File: src/rtl/cic_output_scaler.sv
// CIC interpolator output scaler: rounding arithmetic right shift, saturation to the
// DAC width and a small first-word-fall-through output FIFO with credit-style accept.
// Optional sticky clip counter enabled by defining CIC_OUTPUT_SCALER_SAT_COUNT_EN.
module cic_output_scaler #(
  parameter int IN_WIDTH  = 16,
  parameter int OUT_WIDTH = 12,
  parameter int DEPTH     = 4
) (
  input  logic                        i_clock,
  input  logic                        i_reset_n,
  input  logic signed [IN_WIDTH-1:0]  i_inph_data,
  input  logic signed [IN_WIDTH-1:0]  i_quad_data,
  input  logic                        i_ready,
  output logic                        o_accept,
  input  logic [3:0]                  i_shift,
  output logic signed [OUT_WIDTH-1:0] o_inph_data,
  output logic signed [OUT_WIDTH-1:0] o_quad_data,
  output logic                        o_ready,
  input  logic                        i_dac_ready,
  output logic                        o_sat,
  output logic                        o_drop,
`ifdef CIC_OUTPUT_SCALER_SAT_COUNT_EN
  output logic [15:0]                 o_sat_count,
`endif
  input  logic                        i_flag_clear
);

  localparam int XW = IN_WIDTH + 1;
  localparam int PW = $clog2(DEPTH);
  localparam int CW = PW + 1;
  localparam logic signed [XW-1:0] SAT_MAX = XW'((1 << (OUT_WIDTH - 1)) - 1);
  localparam logic signed [XW-1:0] SAT_MIN = ~SAT_MAX;

  // One extra bit of headroom keeps x + 2^(sh-1) from wrapping at full scale.
  function automatic logic signed [XW-1:0] round_shift(input logic signed [IN_WIDTH-1:0] x,
                                                       input logic [3:0] sh);
    logic signed [XW-1:0] xe;
    logic signed [XW-1:0] rnd;
    logic signed [XW-1:0] sum;
    xe  = {x[IN_WIDTH-1], x};
    rnd = '0;
    if (sh != 4'd0) rnd = {{(XW-1){1'b0}}, 1'b1} << (sh - 4'd1);
    sum = xe + rnd;
    return sum >>> sh;
  endfunction

  function automatic logic clipped(input logic signed [XW-1:0] v);
    return (v > SAT_MAX) || (v < SAT_MIN);
  endfunction

  function automatic logic signed [OUT_WIDTH-1:0] saturate(input logic signed [XW-1:0] v);
    if (v > SAT_MAX) return SAT_MAX[OUT_WIDTH-1:0];
    if (v < SAT_MIN) return SAT_MIN[OUT_WIDTH-1:0];
    return v[OUT_WIDTH-1:0];
  endfunction

  logic                        vld_p1_q, vld_p1_d;
  logic                        vld_p2_q, vld_p2_d;
  logic signed [XW-1:0]        inph_p1_q, quad_p1_q;
  logic signed [OUT_WIDTH-1:0] inph_p2_q, quad_p2_q;
  logic signed [OUT_WIDTH-1:0] mem_inph_q [DEPTH];
  logic signed [OUT_WIDTH-1:0] mem_quad_q [DEPTH];
  logic [PW-1:0]               wr_ptr_q, wr_ptr_d;
  logic [PW-1:0]               rd_ptr_q, rd_ptr_d;
  logic [CW-1:0]               count_q, count_d;
  logic [CW-1:0]               occ;
  logic                        accept_q, accept_d;
  logic                        sat_q, sat_d;
  logic                        drop_q, drop_d;
  logic                        accept_fire, push, pop, clip_now;
`ifdef CIC_OUTPUT_SCALER_SAT_COUNT_EN
  logic [15:0]                 cnt_q, cnt_d;
`endif

  assign accept_fire = i_ready && accept_q;
  assign o_ready     = (count_q != '0);
  assign push        = vld_p2_q;
  assign pop         = o_ready && i_dac_ready;
  assign clip_now    = vld_p1_q && (clipped(inph_p1_q) || clipped(quad_p1_q));

  always_comb begin
    vld_p1_d = accept_fire;
    vld_p2_d = vld_p1_q;
    wr_ptr_d = push ? wr_ptr_q + 1'b1 : wr_ptr_q;
    rd_ptr_d = pop  ? rd_ptr_q + 1'b1 : rd_ptr_q;
    count_d  = count_q;
    case ({push, pop})
      2'b10:   count_d = count_q + 1'b1;
      2'b01:   count_d = count_q - 1'b1;
      default: count_d = count_q;
    endcase
    // Samples in the two pipeline stages already own a FIFO slot.
    occ      = count_d + CW'(vld_p1_d) + CW'(vld_p2_d);
    accept_d = occ < CW'(DEPTH);
    sat_d    = i_flag_clear ? 1'b0 : (sat_q | clip_now);
    drop_d   = i_flag_clear ? 1'b0 : (drop_q | (i_ready && !accept_q));
`ifdef CIC_OUTPUT_SCALER_SAT_COUNT_EN
    cnt_d    = cnt_q;
    if (i_flag_clear)                       cnt_d = '0;
    else if (clip_now && cnt_q != 16'hFFFF) cnt_d = cnt_q + 1'b1;
`endif
  end

  always_ff @(posedge i_clock or negedge i_reset_n) begin
    if (!i_reset_n) begin
      vld_p1_q <= 1'b0;
      vld_p2_q <= 1'b0;
      wr_ptr_q <= '0;
      rd_ptr_q <= '0;
      count_q  <= '0;
      accept_q <= 1'b1;
      sat_q    <= 1'b0;
      drop_q   <= 1'b0;
`ifdef CIC_OUTPUT_SCALER_SAT_COUNT_EN
      cnt_q    <= '0;
`endif
    end else begin
      vld_p1_q <= vld_p1_d;
      vld_p2_q <= vld_p2_d;
      wr_ptr_q <= wr_ptr_d;
      rd_ptr_q <= rd_ptr_d;
      count_q  <= count_d;
      accept_q <= accept_d;
      sat_q    <= sat_d;
      drop_q   <= drop_d;
`ifdef CIC_OUTPUT_SCALER_SAT_COUNT_EN
      cnt_q    <= cnt_d;
`endif
    end
  end

  always_ff @(posedge i_clock) begin
    // p1: rounded shift, shift amount taken on the accept cycle
    if (accept_fire) begin
      inph_p1_q <= round_shift(i_inph_data, i_shift);
      quad_p1_q <= round_shift(i_quad_data, i_shift);
    end
    // p2: clamp to the DAC range
    if (vld_p1_q) begin
      inph_p2_q <= saturate(inph_p1_q);
      quad_p2_q <= saturate(quad_p1_q);
    end
    // FIFO write
    if (vld_p2_q) begin
      mem_inph_q[wr_ptr_q] <= inph_p2_q;
      mem_quad_q[wr_ptr_q] <= quad_p2_q;
    end
  end

  assign o_accept    = accept_q;
  assign o_sat       = sat_q;
  assign o_drop      = drop_q;
  assign o_inph_data = o_ready ? mem_inph_q[rd_ptr_q] : '0;
  assign o_quad_data = o_ready ? mem_quad_q[rd_ptr_q] : '0;
`ifdef CIC_OUTPUT_SCALER_SAT_COUNT_EN
  assign o_sat_count = cnt_q;
`endif

endmodule

File: config.mk
export PLATFORM = sky130hd
export DESIGN_NAME = cic_output_scaler
export DESIGN_NICKNAME = d
export VERILOG_FILES = /design/src/rtl/cic_output_scaler.sv
export SDC_FILE = /design/constraint.sdc
export NUM_CORES = 1
export LEC_CHECK = 0
export ABC_AREA = 1
export CORE_UTILIZATION = 42
export CTS_CLUSTER_DIAMETER = 60
export DETAILED_ROUTE_END_ITERATION = 12
export PLACE_DENSITY = 0.68
export SKIP_CTS_REPAIR_TIMING = 1
export SYNTH_ARGS = -nofsm -noshare
export SYNTH_HDL_FRONTEND = slang
export SYNTH_SLANG_ARGS = --single-unit
File: constraint.sdc
create_clock -name i_clock -period 4.35 [get_ports i_clock]
set_clock_uncertainty 0.15 [all_clocks]
set_input_delay 0.87 -clock i_clock [delete_from_list [all_inputs] [get_ports i_clock]]
set_output_delay 0.87 -clock i_clock [all_outputs]
set_load 0.005 [all_outputs]
==> summary.md <==
| Metric | Value |
|---|---|
| Worst-Skew Late Latency | between 0.4 and 0.5 ns |
| Synth Area per Inst | 8.06 sq um |
| Status | finished, final reports clean |
| GR peak layer | met2 |
| Setup TNS | 0 ns |
| Minimum clock period | a little under 4 ns |
| Worst-margin pin slew | between 1 and 1.5 ns |
| Antenna viol nets, final | 0 |
| Vias | between 8k and 9k |
| Share of layout cells above drive strength 1 | ~7.0% |
| CTS tree | built |
| Worst Path Class, Setup | in2reg |
| P_leak | a little over 5 nW |
| Total GRT Usage | between 20% and 30% |
| Initial antenna violation count | 0 |
| CP startpoint kind | input port |
| Clock root buffer | clkbuf_16 |
| # fillers | about 2.1k |
| Slew margin rel. | 26.3% |
| Post-Synthesis Cells | approximately 1.2k |
| Initial core utilization | between 40% and 50% |
| Pin count of the biggest net entering global routing | 51 |
| Hold Worst Slack | 0.318 ns |
| Row count | 55 |
| Met1 GRT Util | between 20% and 30% |
| CTS Buf Count | 17 |
| Number of global-route vias before repair | ~8k |
| Met2 usage | a little over a third |
| Die height | 156 um |
| EDFF count, synth | 154 |
| Final slew viol count | 0 |
| Unrepaired setup endpoints after global routing | no |
| Sequential fraction of the synthesis area | between 40 and 50% |
| Final net count | roughly 1.4k |
| Port Buffers | a little under 70 |
| Crit path DAT | between 3 and 4 ns |
| Core ar. | between 0.02 and 0.025 sq mm |
| CP max-delay cell | clkdlybuf4s50_1 |
| Met3 Use GR | about 2.7% |
| Wire per inst | 14.5 um |
| Post-synth cell types | 43 |
| Clock slew at reported path FFs | approximately 0.06 ns |
| Via/cell ratio | 5.11 |
| Worst path bufs/invs | 2 |
| # setup viols final | 0 |
| Family with the most delay on the worst path | simple AND/OR/NAND/NOR gates |
| Antenna fix cells | 0 |
| Die width | about 160 um |
| IO Count | slightly below 70 |
| First drt pass iteration count | 5 |
| Post-synth top flop | edfxtp_1 |
| Area Growth Syn to Fin | 17.3% |
| Mapped Area | between 0.009 and 0.01 sq mm |
| Flop and latch count out of synthesis | between 150 and 200 |
| Finished Layout Cells | about 1.6k |
| Initial DRC Count | ~580 |
| H-tree Lvls | 4 |
| Total Routed Length | about 24 mm |
| Highest clock rate | 0.258 GHz |
| Critical Path RT | between 4 and 5 ns |
| GP Congestion | 0.943 |
| Max FO, Critical Path | 9 |
| HPWL Detailed | 17.4 mm |
| CP most frequent cell | nand2_1 |
| Die area | around 0.024 sq mm |
| Slowest cell delay on critical path | between 0.5 and 0.6 ns |
| Final worst path period share | between 80% and 90% |
| Max capacitance violation total | 0 |
| GRT overflow | 0 |
| Max Root-Sink Buffers | 2 |
| Crit. End Element | register |
| Yosys Warn Count | 0 |
| Peak VDD IR | about 0.28 mV |
| Final hold violations | 0 |
| Residual DRC | 0 |
| Pwr Density | roughly 500 mW/mm^2 |
| Sink Count | ~170 |
| # placed instances | approximately 1.6k |
| Fraction of registers with async set/reset | between 7 and 8% |
| Global-route wire length before repair | 38.4 mm |
| Critical path cell sequence | clkdlybuf4s50_1 > buf_4 > nand2_1 > nor2_1 > ha_1 > a21oi_1 > o21ai_0 > a21oi_1 > nand2_1 > nand2_1 > nand3_1 > nand2_1 > nand2_1 > nand2_1 > nand2_1 > nand3_1 > nand2_1 |
| Hold/Removal Path Class | reg2reg |
-- synthesized netlist by cell type (5+ instances only) --
cell type  number  area [sq um]
dfrtp_1        11           275
ha_1           30           375
edfxtp_1      154          4620
nand4_1         7          43.8
and3_1          5          31.3
nor2_2          7          43.8
o31ai_1         5          37.5
inv_1         120           450
nand3_1       170           851
nand2_2        12          75.1
nor3_1          9          45.0
inv_2           6          22.5
xor2_1          9          78.8
a21oi_1        61           305
nand2_1       322          1210
xnor2_1         5          43.8
clkbuf_1       28           105
buf_1          11          41.3
nor2_1        132           495
o21ai_0        84           420
buf_2           7          35.0
-- where the power goes --
group	leakage, nW	switching (mW)	internal, mW
Combinational	3.23	1.08	0.798
Clock	0.303	0.592	1.02
Sequential	1.56	0.157	2.15
Total	5.09	1.83	3.97
-- flip-flops by register name, indices dropped and copies added, names as in the netlist --
register and cells:
inph_p1_q 17, push 1, quad_p1_q 17, rd_ptr_q 2, inph_p2_q 12, wr_ptr_q 2, o_accept 1, count_q 3
mem_inph_q 48, mem_quad_q 48, quad_p2_q 12, vld_p1_q 1, o_drop 1, o_sat 1
-- per-layer routing --
metal	share of wire (%)	wire, um
met4	2.3	539
met3	3.8	893
met1	45	10500
met2	49	11500
met5	0	0
-- cell usage in the layout (no fill, tap or decap), types with 3 or more instances in the layout --
cell and count:
ha_1 30, nand4_1 7, inv_1 120, clkbuf_16 17, nand2_1 322, o21ai_0 84
and3_1 5, a21oi_1 61, o21bai_1 3, bufinv_16 5, buf_4 24, o31ai_1 5
xor2_1 9, nand3_1 170, clkinv_4 3, clkinvlp_4 4, o211ai_1 3, edfxtp_1 154
nor3_1 8, nor2_1 132, nor2_4 3, o21ai_1 3, nand2_2 12, xnor2_1 5
inv_2 6, dfrtp_1 11, nor2_2 7, clkdlybuf4s50_1 68
-- final timing paths --
check | cells after the start | start | slack, ns | end
setup / recovery | 17 | i_shift[2] | 0.47 | quad_p1_q[3]
min in group asynchronous | 1 | i_reset_n | 0.67 | count_q[2]
hold / removal | 0 | inph_p1_q[16] | 0.32 | inph_p2_q[11]
max in group asynchronous | 1 | i_reset_n | 3.01 | o_accept
hold reg to reg | 0 | inph_p1_q[16] | 0.32 | inph_p2_q[11]
setup reg to reg | 11 | count_q[1] | 1.70 | o_accept
-- metrics by stage --
step           cell area, sq um  util [%]  total power [mW]  setup slack (ns)
2_1_floorplan              9900         -              3.39              1.03
3_3_place_gp              11000      48.0              4.17            0.0731
3_5_place_dp              11000      48.0              4.22             0.116
4_1_cts                   11600      50.8              5.83             0.541
5_1_grt                   11600      50.8              6.15             0.301
6_report                  11600      50.8              5.79             0.473
-- area by class of cell --
| class | count | area [sq um] | share of cell area [%] |
|---|---|---|---|
| Timing Repair Buffer | 92 | 861 | 7.41 |
| Tap cell | 313 | 392 | 3.37 |
| Multi-Input combinational cell | 887 | 4300 | 37.0 |
| Sequential cell | 166 | 4930 | 42.4 |
| Inverter | 128 | 483 | 4.16 |
| Clock inverter | 14 | 224 | 1.93 |
| Clock buffer | 18 | 429 | 3.70 |
-- kinds of logic (layout without fill, tap and decap cells) --
| kind of cell | after synthesis | after routing | share of synthesized area, % |
|---|---|---|---|
| AO/OA/AOI/OAI | 167 | 167 | 8.99 |
| XOR/XNOR | 14 | 14 | 1.24 |
| adder cells (fa/ha/maj) | 31 | 31 | 3.99 |
| buffers and inverters | 177 | 252 | 6.94 |
| flip-flops | 166 | 166 | 49.8 |
| other | 1 | 2 | 0.0379 |
| AND/OR/NAND/NOR | 673 | 673 | 29.1 |
-- worst reg2reg max path: stages (launching register included) --
cell	delay (ns)
dfrtp_1	0.40
nor3_2	0.17
buf_4	0.33
inv_1	0.10
nand2_1	0.11
inv_1	0.07
ha_1	0.18
inv_1	0.10
fa_1	0.43
o21ai_0	0.22
o21ai_0	0.14
xor2_1	0.17
Power figures use the tool's default switching activity.
